$ cat config.mk
export PLATFORM = sky130hd
export DESIGN_NAME = ic7420_pattern_driver
export DESIGN_NICKNAME = d
export VERILOG_FILES = /design/src/rtl/ic7420_pattern_driver.sv
export SDC_FILE = /design/constraint.sdc
export NUM_CORES = 1
export LEC_CHECK = 0
export ABC_CLOCK_PERIOD_IN_PS = 2400
export CAP_MARGIN = 20
export CORE_MARGIN = 2
export CORE_UTILIZATION = 35
export CTS_CLUSTER_DIAMETER = 80
export DETAILED_ROUTE_END_ITERATION = 10
export HOLD_SLACK_MARGIN = 0.05
export PLACE_DENSITY = 0.59
export SLEW_MARGIN = 0
export SYNTH_ARGS = -nofsm -noshare
export SYNTH_HDL_FRONTEND = slang
export SYNTH_SLANG_ARGS = --single-unit
$ cat constraint.sdc
create_clock -name clk -period 2.4 [get_ports clk]
set_clock_uncertainty 0.15 [all_clocks]
set_input_delay 0.36 -clock clk [delete_from_list [all_inputs] [get_ports clk]]
set_output_delay 0.36 -clock clk [all_outputs]
set_load 0.01 [all_outputs]
$ cat src/rtl/ic7420_pattern_driver.sv
// Exhaustive stimulus/checker for the dual 4-input NAND: sweeps all 256 input
// vectors, compares x/y responses, reports error count and first failing vector.
// Optional: `define IC7420_DRV_STOP_ON_ERR_EN to halt on the first mismatch.
module ic7420_pattern_driver #(
    parameter int unsigned DWELL = 4
) (
    input  logic       clk,
    input  logic       rst,
    input  logic       start,
    output logic [7:0] vec_o,
    input  logic       x_i,
    input  logic       y_i,
    output logic       busy,
    output logic       done,
    output logic       pass,
    output logic [8:0] err_cnt,
    output logic [7:0] first_err_vec
);

    localparam int unsigned VEC_W   = 8;
    localparam int unsigned CNT_W   = 9;
    localparam int unsigned DWELL_W = 8;
    localparam logic [DWELL_W-1:0] DWELL_LAST = DWELL_W'(DWELL - 1);
    localparam logic [VEC_W-1:0]   VEC_LAST   = 8'hFF;

    typedef enum logic [1:0] {
        ST_IDLE = 2'd0,
        ST_RUN  = 2'd1,
        ST_DONE = 2'd2
    } state_e;

    state_e             state_q, state_d;
    logic [VEC_W-1:0]   vec_q, vec_d;
    logic [DWELL_W-1:0] dwell_q, dwell_d;
    logic [CNT_W-1:0]   err_cnt_q, err_cnt_d;
    logic [VEC_W-1:0]   first_err_q, first_err_d;
    logic               err_seen_q, err_seen_d;
    logic               busy_q, busy_d;
    logic               done_q, done_d;
    logic               pass_q, pass_d;

    logic exp_x_c;
    logic exp_y_c;
    logic mismatch_c;

    // Reference NAND evaluated on the vector currently being driven.
    assign exp_x_c    = ~&vec_q[7:4];
    assign exp_y_c    = ~&vec_q[3:0];
    assign mismatch_c = (x_i != exp_x_c) || (y_i != exp_y_c);

    always_ff @(posedge clk or posedge rst) begin
        if (rst) begin
            state_q     <= ST_IDLE;
            vec_q       <= '0;
            dwell_q     <= '0;
            err_cnt_q   <= '0;
            first_err_q <= '0;
            err_seen_q  <= 1'b0;
            busy_q      <= 1'b0;
            done_q      <= 1'b0;
            pass_q      <= 1'b0;
        end else begin
            state_q     <= state_d;
            vec_q       <= vec_d;
            dwell_q     <= dwell_d;
            err_cnt_q   <= err_cnt_d;
            first_err_q <= first_err_d;
            err_seen_q  <= err_seen_d;
            busy_q      <= busy_d;
            done_q      <= done_d;
            pass_q      <= pass_d;
        end
    end

    always_comb begin
        state_d     = state_q;
        vec_d       = vec_q;
        dwell_d     = dwell_q;
        err_cnt_d   = err_cnt_q;
        first_err_d = first_err_q;
        err_seen_d  = err_seen_q;

        unique case (state_q)
            ST_IDLE, ST_DONE: begin
                if (start) begin
                    state_d     = ST_RUN;
                    vec_d       = '0;
                    dwell_d     = '0;
                    err_cnt_d   = '0;
                    first_err_d = '0;
                    err_seen_d  = 1'b0;
                end
            end
            ST_RUN: begin
                if (dwell_q != DWELL_LAST) begin
                    dwell_d = dwell_q + DWELL_W'(1);
                end else begin
                    // Last edge of the dwell window: judge this vector, then advance.
                    dwell_d = '0;
                    if (mismatch_c) begin
                        err_cnt_d = err_cnt_q + CNT_W'(1);
                        if (!err_seen_q) begin
                            first_err_d = vec_q;
                            err_seen_d  = 1'b1;
                        end
                    end
`ifdef IC7420_DRV_STOP_ON_ERR_EN
                    if (mismatch_c || (vec_q == VEC_LAST)) begin
                        state_d = ST_DONE;
                    end else begin
                        vec_d = vec_q + VEC_W'(1);
                    end
`else
                    if (vec_q == VEC_LAST) begin
                        state_d = ST_DONE;
                    end else begin
                        vec_d = vec_q + VEC_W'(1);
                    end
`endif
                end
            end
            default: begin
                state_d = ST_IDLE;
            end
        endcase

        busy_d = (state_d == ST_RUN);
        done_d = (state_d == ST_DONE);
        pass_d = done_d && (err_cnt_d == '0);
    end

    assign vec_o         = vec_q;
    assign busy          = busy_q;
    assign done          = done_q;
    assign pass          = pass_q;
    assign err_cnt       = err_cnt_q;
    assign first_err_vec = first_err_q;

endmodule

==> results.sh, run 1 <==
export IMPL_run_status="finished, final reports clean"
export IMPL_fin_crit_sh_pct=99.00
export IMPL_end_kind="flop"
export IMPL_finalNetCount=285
export IMPL_peakVddDrop_v=0.0004427
export IMPL_yosys_cell_count_top_type="dfrtp_1"
export IMPL_initial_utilization_pct=36.68
export IMPL_required_ns=2.44
export IMPL_antenna_left=0
export IMPL_drtPass1Iterations=4
export IMPL_dp_slack_ns=-0.01638
export IMPL_drt_total_wl_um=5145
export IMPL_synth_cell_type_count=42
export IMPL_critPathMaxFanout=4
export IMPL_timing_max_cap_violations=0
export IMPL_rows=27
export IMPL_maxSlewViolCount=0
export IMPL_cp_depth=7
export IMPL_synth_seq_cells=39
export IMPL_grtUsageTotal_pct=17.74
export IMPL_area_growth_pct=35.74
export IMPL_yosys_top_cells_count="dfrtp_1 (39), nand2_1 (33), o21ai_0 (31)"
export IMPL_vias_per_cell=5.140
export IMPL_grt_max_degree=40
export IMPL_drive_gt1_share_pct=18.77
export IMPL_io_pins=33
export IMPL_gp_congestion=0.9057
export IMPL_synth_seq_area_share_pct=47.74
export IMPL_grt_pass1_vias=1696
export IMPL_netlist_instances=213
export IMPL_fin_cells=349
export IMPL_worstPathCellList="ha_1 > or4b_4 > nor2_4 > o2111ai_2 > xnor2_1 > a2111o_1 > nor4_2"
export IMPL_synth_flop_cell="dfrtp_1"
export IMPL_die_h_um=80.43
export IMPL_setup_violations=0
export IMPL_cp_top_family="simple AND/OR/NAND/NOR gates"
export IMPL_port_buffers=32
export IMPL_worst_r2r_path_depth=7
export IMPL_diodes=0
export IMPL_clock_sink_count=39
export IMPL_fillers=520
export IMPL_post_route_drc_count=0
export IMPL_holdWs_ns=0.3487
export IMPL_hold_viol=0
export IMPL_cts_tree="built"
export IMPL_hp_class="primary input to async pin"
export IMPL_p_leak_uw=0.001228
export IMPL_place_area_sq_mm=0.002648
export IMPL_layout_area_seq_sq_um=975.9
export IMPL_antenna_found_initial=0
export IMPL_grt_overflow=0
export IMPL_drtIter0Drc=123
export IMPL_grt_pass1_wl_um=8680
export IMPL_critPathKind="flop to flop"
export IMPL_power_density_mw_per_mm2=890.9
export IMPL_fmax_ghz=0.4209
export IMPL_vias=1794
export IMPL_worstSkewPairLatency_ns=0.28
export IMPL_maxSlewHeadroom_pct=66.17
export IMPL_synthesis_nets=221
export IMPL_die_area_sq_mm=0.006469
export IMPL_startpoint_type="flop"
export IMPL_worst_pin_slew_ns=0.5074
export IMPL_fp_coreArea_sq_mm=0.005574
export IMPL_multiInputGateArea_sq_mm=0.001046
export IMPL_synth_edf_count=0
export IMPL_rsz0062_at_grt="true"
export IMPL_max_stage_delay_ns=0.51
export IMPL_fin_ws_ns=0.02409
export IMPL_postCtsHoldBufs=0
export IMPL_wire_per_inst_um=14.74
export IMPL_finish_instance_area_sq_mm=0.002775
export IMPL_cts_made_buffers=5
export IMPL_cts_root_buf="clkbuf_8"
export IMPL_clk_pin_slew_worst_paths_ns=0.07
export IMPL_synth_avg_cell_area_sq_um=9.598
export IMPL_cts_path_max_buffers=2
export IMPL_arrival_ns=2.42
export IMPL_syn_cell_area_sq_mm=0.002044
export IMPL_critPathSlowestCell="or4b_4"
export IMPL_die_w_um=80.43
export IMPL_async_reset_ff_share_pct=100.0
export IMPL_hpwl_um=3770
export IMPL_yosys_warnings=0
export IMPL_min_period_ns=2.376
export IMPL_path_buf_inv=0
export IMPL_dp_cells=340
export IMPL_synth_top_area_share_pct=47.74
export IMPL_synth_area_top_cells="dfrtp_1 (48%), o21ai_0 (7.6%), nand2_1 (6.1%)"
export IMPL_htreeDepth=2
export IMPL_synth_top_cell_by_area="dfrtp_1"
layout make-up:
| type | instances | share of cell area [%] |
|---|---|---|
| inverter | 6 | 0.8115 |
| clock inverter | 1 | 0.1803 |
| multi-input combinational | 162 | 37.69 |
| sequential | 39 | 35.17 |
| timing repair buffer | 63 | 19.93 |
| tap | 72 | 3.246 |
| clock buffer | 6 | 2.976 |
worst paths after layout:
path / startpoint / slack (ns) / to
max: dwell_q[1] / 0.02 / pass
max reg2reg: dwell_q[1] / 0.02 / pass
min: rst / 0.35 / err_cnt[7]
min in group clk: dwell_q[1] / 0.36 / dwell_q[1]
min reg2reg: dwell_q[1] / 0.36 / dwell_q[1]
max in group asynchronous: rst / 1.40 / dwell_q[0]
cell usage in the layout (no fill, tap or decap), types with 4 or more instances in the layout:
master	n
a22oi_1	8
o21ai_0	31
nand2_1	33
and3_1	5
xnor2_1	5
dfrtp_1	39
nand4_1	4
inv_1	6
clkbuf_8	6
buf_4	31
nand3_1	5
clkdlybuf4s50_1	32
nand2b_1	4
mux2i_1	4
xor2_1	4
nor2_1	14
o2111ai_1	4
per-stage QoR:
stage | power [uW] | TNS, ns | utilization (%)
after detailed placement | 2028 | -0.01638 | 47.50
after CTS | 2478 | 0 | 49.07
after floorplan | 1499 | 0 | -
after global routing | 2675 | -0.1180 | 49.79
after global placement | 2007 | 0 | 47.50
final | 2472 | 0 | 49.79
layer usage:
layer	vias up	GRT usage, %	wire length (um)
li1	895	-	-
met1	855	25.52	2511
met2	40	26.83	2414
met3	4	4.831	188
met4	0	3.559	31
met5	-	0	0
kinds of logic (layout without fill, tap and decap cells):
| logic type | Yosys count | after routing | synth area share [%] |
|---|---|---|---|
| muxes | 5 | 5 | 2.509 |
| buffers and inverters | 12 | 76 | 2.693 |
| xor gates and xnor gates | 10 | 10 | 4.284 |
| AOI/OAI and AO/OA | 63 | 63 | 19.46 |
| and+or+nand+nor | 81 | 81 | 21.48 |
| adders and majority gates | 3 | 3 | 1.836 |
| DFF | 39 | 39 | 47.74 |
sequential cells by signal, summed over array words and instances, names as in the netlist:
register and flops:
first_err_vec 8, dwell_q 8, vec_o 8, state_q 2, pass 1, err_seen_q 1
busy 1, err_cnt 9, done 1
worst reg2reg max path, cell delays in order, from the launching register on:
cell,delay [ns]
dfrtp_1,0.36
ha_1,0.16
or4b_4,0.51
nor2_4,0.17
o2111ai_2,0.14
xnor2_1,0.17
a2111o_1,0.46
nor4_2,0.16
power breakdown:
| part | switching, uW | internal [uW] | leakage (uW) |
|---|---|---|---|
| clock | 217 | 225 | 0.0000470 |
| sequential | 142 | 806 | 0.000460 |
| combinational | 535 | 548 | 0.000722 |
repair_timing:
| action | 4_1_cts | 5_1_grt |
|---|---|---|
| setup endpoints to repair | 0 | 4 |
| endpoints found under the hold margin | 0 | 0 |
| resized for setup | 0 | 3 |
| setup buffers | 0 | 2 |
Note: power is estimated with default switching activity, not from simulation.
==> inputs of run 2 (changes only) <==
- ABC_AREA: default -> 1
- REMOVE_ABC_BUFFERS: default -> 1
==> run 2 against run 1 <==
Net effect:
- flip-flop and latch count unchanged
- largest power group is now sequential cells
- final cell count increased by 11%
- clock power increased by 10%
- count of clock-buffer cells in the layout unchanged
- first-iteration DRC count increased by 5.7%
- maximum frequency increased by 11%
- critical endpoint unchanged
- die area increased by 6.6%
==> results.sh, run 2 <==
export IMPL_run_status="finished, final reports clean"
export IMPL_netlist_instances=272
export IMPL_clk_pin_slew_worst_paths_ns=0.09
export IMPL_antenna_left=0
export IMPL_drtPass1Iterations=4
export IMPL_synth_edf_count=0
export IMPL_synthAdderAreaFrac_pct=1.716
export IMPL_dp_slack_ns=0.1316
export IMPL_maxSlewViolCount=0
export IMPL_die_area_sq_mm=0.006897
export IMPL_timing_max_cap_violations=0
export IMPL_rows=28
export IMPL_async_reset_ff_share_pct=100.0
export IMPL_arrival_ns=2.21
export IMPL_layout_common_cells="nand2_1 (52), inv_1 (47), dfrtp_1 (39), clkdlybuf4s50_1 (32), nand3_1 (19)"
export IMPL_required_ns=2.48
export IMPL_synth_avg_cell_area_sq_um=8.041
export IMPL_critPathKind="flop to flop"
export IMPL_synth_flop_cell="dfrtp_1"
export IMPL_io_pins=33
export IMPL_power_density_mw_per_mm2=861.9
export IMPL_area_growth_pct=23.23
export IMPL_p_total_uw=2323
export IMPL_maxSlewHeadroom_pct=66.85
export IMPL_cts_tree="built"
export IMPL_synth_seq_area_share_pct=44.62
export IMPL_initial_utilization_pct=36.51
export IMPL_hp_class="primary input to async pin"
export IMPL_fillers=611
export IMPL_setup_violations=0
export IMPL_critPathMaxFanout=11
export IMPL_synth_compound_area_share_pct=11.50
export IMPL_synth_cell_type_count=33
export IMPL_drive_gt1_share_pct=14.42
export IMPL_grt_max_degree=40
export IMPL_fmax_ghz=0.4677
export IMPL_clock_sink_count=39
export IMPL_drt_total_wl_um=4921
export IMPL_synthMuxAreaShare_pct=0
export IMPL_post_route_drc_count=0
export IMPL_yosys_warnings=0
export IMPL_min_period_ns=2.138
export IMPL_grt_pass1_vias=1801
export IMPL_cts_resized=0
export IMPL_finalNetCount=319
export IMPL_post_cts_buffers=0
export IMPL_synth_simple_area_share_pct=30.55
export IMPL_worstSkewPairLatency_ns=0.30
export IMPL_fp_coreArea_sq_mm=0.005991
export IMPL_yosys_top_cells_count="nand2_1 (52), inv_1 (47), dfrtp_1 (39)"
export IMPL_antenna_found_initial=0
export IMPL_fin_ws_ns=0.2621
export IMPL_fin_crit_sh_pct=89.08
export IMPL_layout_commonest_cell="nand2_1"
export IMPL_end_kind="flop"
export IMPL_synth_top_family_by_area="simple AND/OR/NAND/NOR gates"
export IMPL_finish_instance_area_sq_mm=0.002695
export IMPL_worst_pin_slew_ns=0.4972
export IMPL_die_w_um=83.05
export IMPL_cts_made_buffers=5
export IMPL_peakVddDrop_v=0.0004599
export IMPL_diodes=0
export IMPL_hold_viol=0
export IMPL_p_leak_uw=0.001281
export IMPL_grtUsageTotal_pct=15.25
export IMPL_synthXorXnorAreaFrac_pct=0.8009
export IMPL_layout_area_seq_sq_um=975.9
export IMPL_finalSetupTns_ns=0
export IMPL_grt_pass1_wl_um=8562
export IMPL_wire_per_inst_um=12.72
export IMPL_yosys_cell_count_top_type="nand2_1"
export IMPL_drtIter0Drc=130
export IMPL_cts_root_buf="clkbuf_8"
export IMPL_postCtsHoldBufs=0
export IMPL_vias_per_cell=4.842
export IMPL_synth_area_top_cells="dfrtp_1 (45%), nand2_1 (8.9%), inv_1 (8.1%)"
export IMPL_die_h_um=83.05
export IMPL_startpoint_type="flop"
export IMPL_synth_seq_cells=39
export IMPL_grt_overflow=0
export IMPL_vias=1874
export IMPL_syn_cell_area_sq_mm=0.002187
export IMPL_multiInputGateArea_sq_um=974.7
export IMPL_rsz0062_at_grt="false"
export IMPL_htreeDepth=2
export IMPL_port_buffers=32
export IMPL_synth_top_cell_by_area="dfrtp_1"
export IMPL_hpwl_um=3646
export IMPL_synth_top_area_share_pct=44.62
export IMPL_gp_congestion=0.8189
export IMPL_place_area_sq_mm=0.002596
export IMPL_postLayoutCoreUtil_pct=44.99
export IMPL_cts_path_max_buffers=2
export IMPL_largest_register_ffs=9
## run 2: changes by cell type in the layout (fill, tap and decap cells not counted), moves of 8 or more
cell,delta
a21oi_1,+9
nor3_1,+8
nand2_1,+19
nand3_1,+14
inv_1,+41
o21ai_0,-24
buf_4,-28
## run 2: path summary, 6_finish.rpt
path | startpoint | end | slack [ns] | cells past startpoint
min in group clk | err_seen_q | err_seen_q | 0.38 | 2
worst min-delay path | rst | vec_o[0] | 0.32 | 3
worst max-delay path | vec_o[0] | pass | 0.26 | 14
max in group asynchronous | rst | err_cnt[2] | 1.42 | 3
worst min register to register | err_seen_q | err_seen_q | 0.38 | 2
worst max register to register | vec_o[0] | pass | 0.26 | 14
## run 2: area by class of cell
class                      count  area share, %
sequential                    39          36.21
multi-input combinational    175          36.17
timing repair buffer          35          12.72
inverter                      55          7.753
tap                           75          3.482
clock buffer                   6          3.064
clock inverter                 2         0.6035
## run 2: worst max-delay path, cell delays in order, from the launching register on
cell	delay (ns)
dfrtp_1	0.41
ha_1	0.25
nand3_1	0.11
nand2_1	0.05
nand2_1	0.10
inv_1	0.07
nand2_2	0.20
nand2_1	0.14
nor2_1	0.17
nand2_1	0.07
nand2_1	0.06
nand2_1	0.05
nand2_1	0.08
nand2_1	0.06
nor2_1	0.09
## run 2: power by group
part / leakage [uW] / switching (uW) / total [uW] / internal, uW
clock: 0.0000474 / 252 / 487 / 235
sequential: 0.000501 / 170 / 1000 / 835
combinational: 0.000733 / 439 / 831 / 393
total: 0.00128 / 860 / 2320 / 1460
## run 2: kinds of logic (layout without fill, tap and decap cells)
logic type	count (synthesis)	count (layout)
buffers and inverters	58	98
DFF	39	39
and+or+nand+nor	129	129
adders and majority gates	3	3
AOI/OAI and AO/OA	41	41
xor gates and xnor gates	2	2
## run 2: layer usage
metal	share of wire (%)	GRT usage, %	vias up
met2	45	22.51	26
met4	1.9	6.259	0
met5	0	0	-
met3	2.8	2.783	8
met1	50	21.96	888
li1	-	-	952
## run 2: metrics by stage
step / hold WS (ns) / instances
floorplan: 0.3238 / 269
global placement: 0.3534 / 379
detailed placement: 0.3500 / 379
CTS: 0.3449 / 387
global route: 0.3959 / 387
finish: 0.3180 / 387
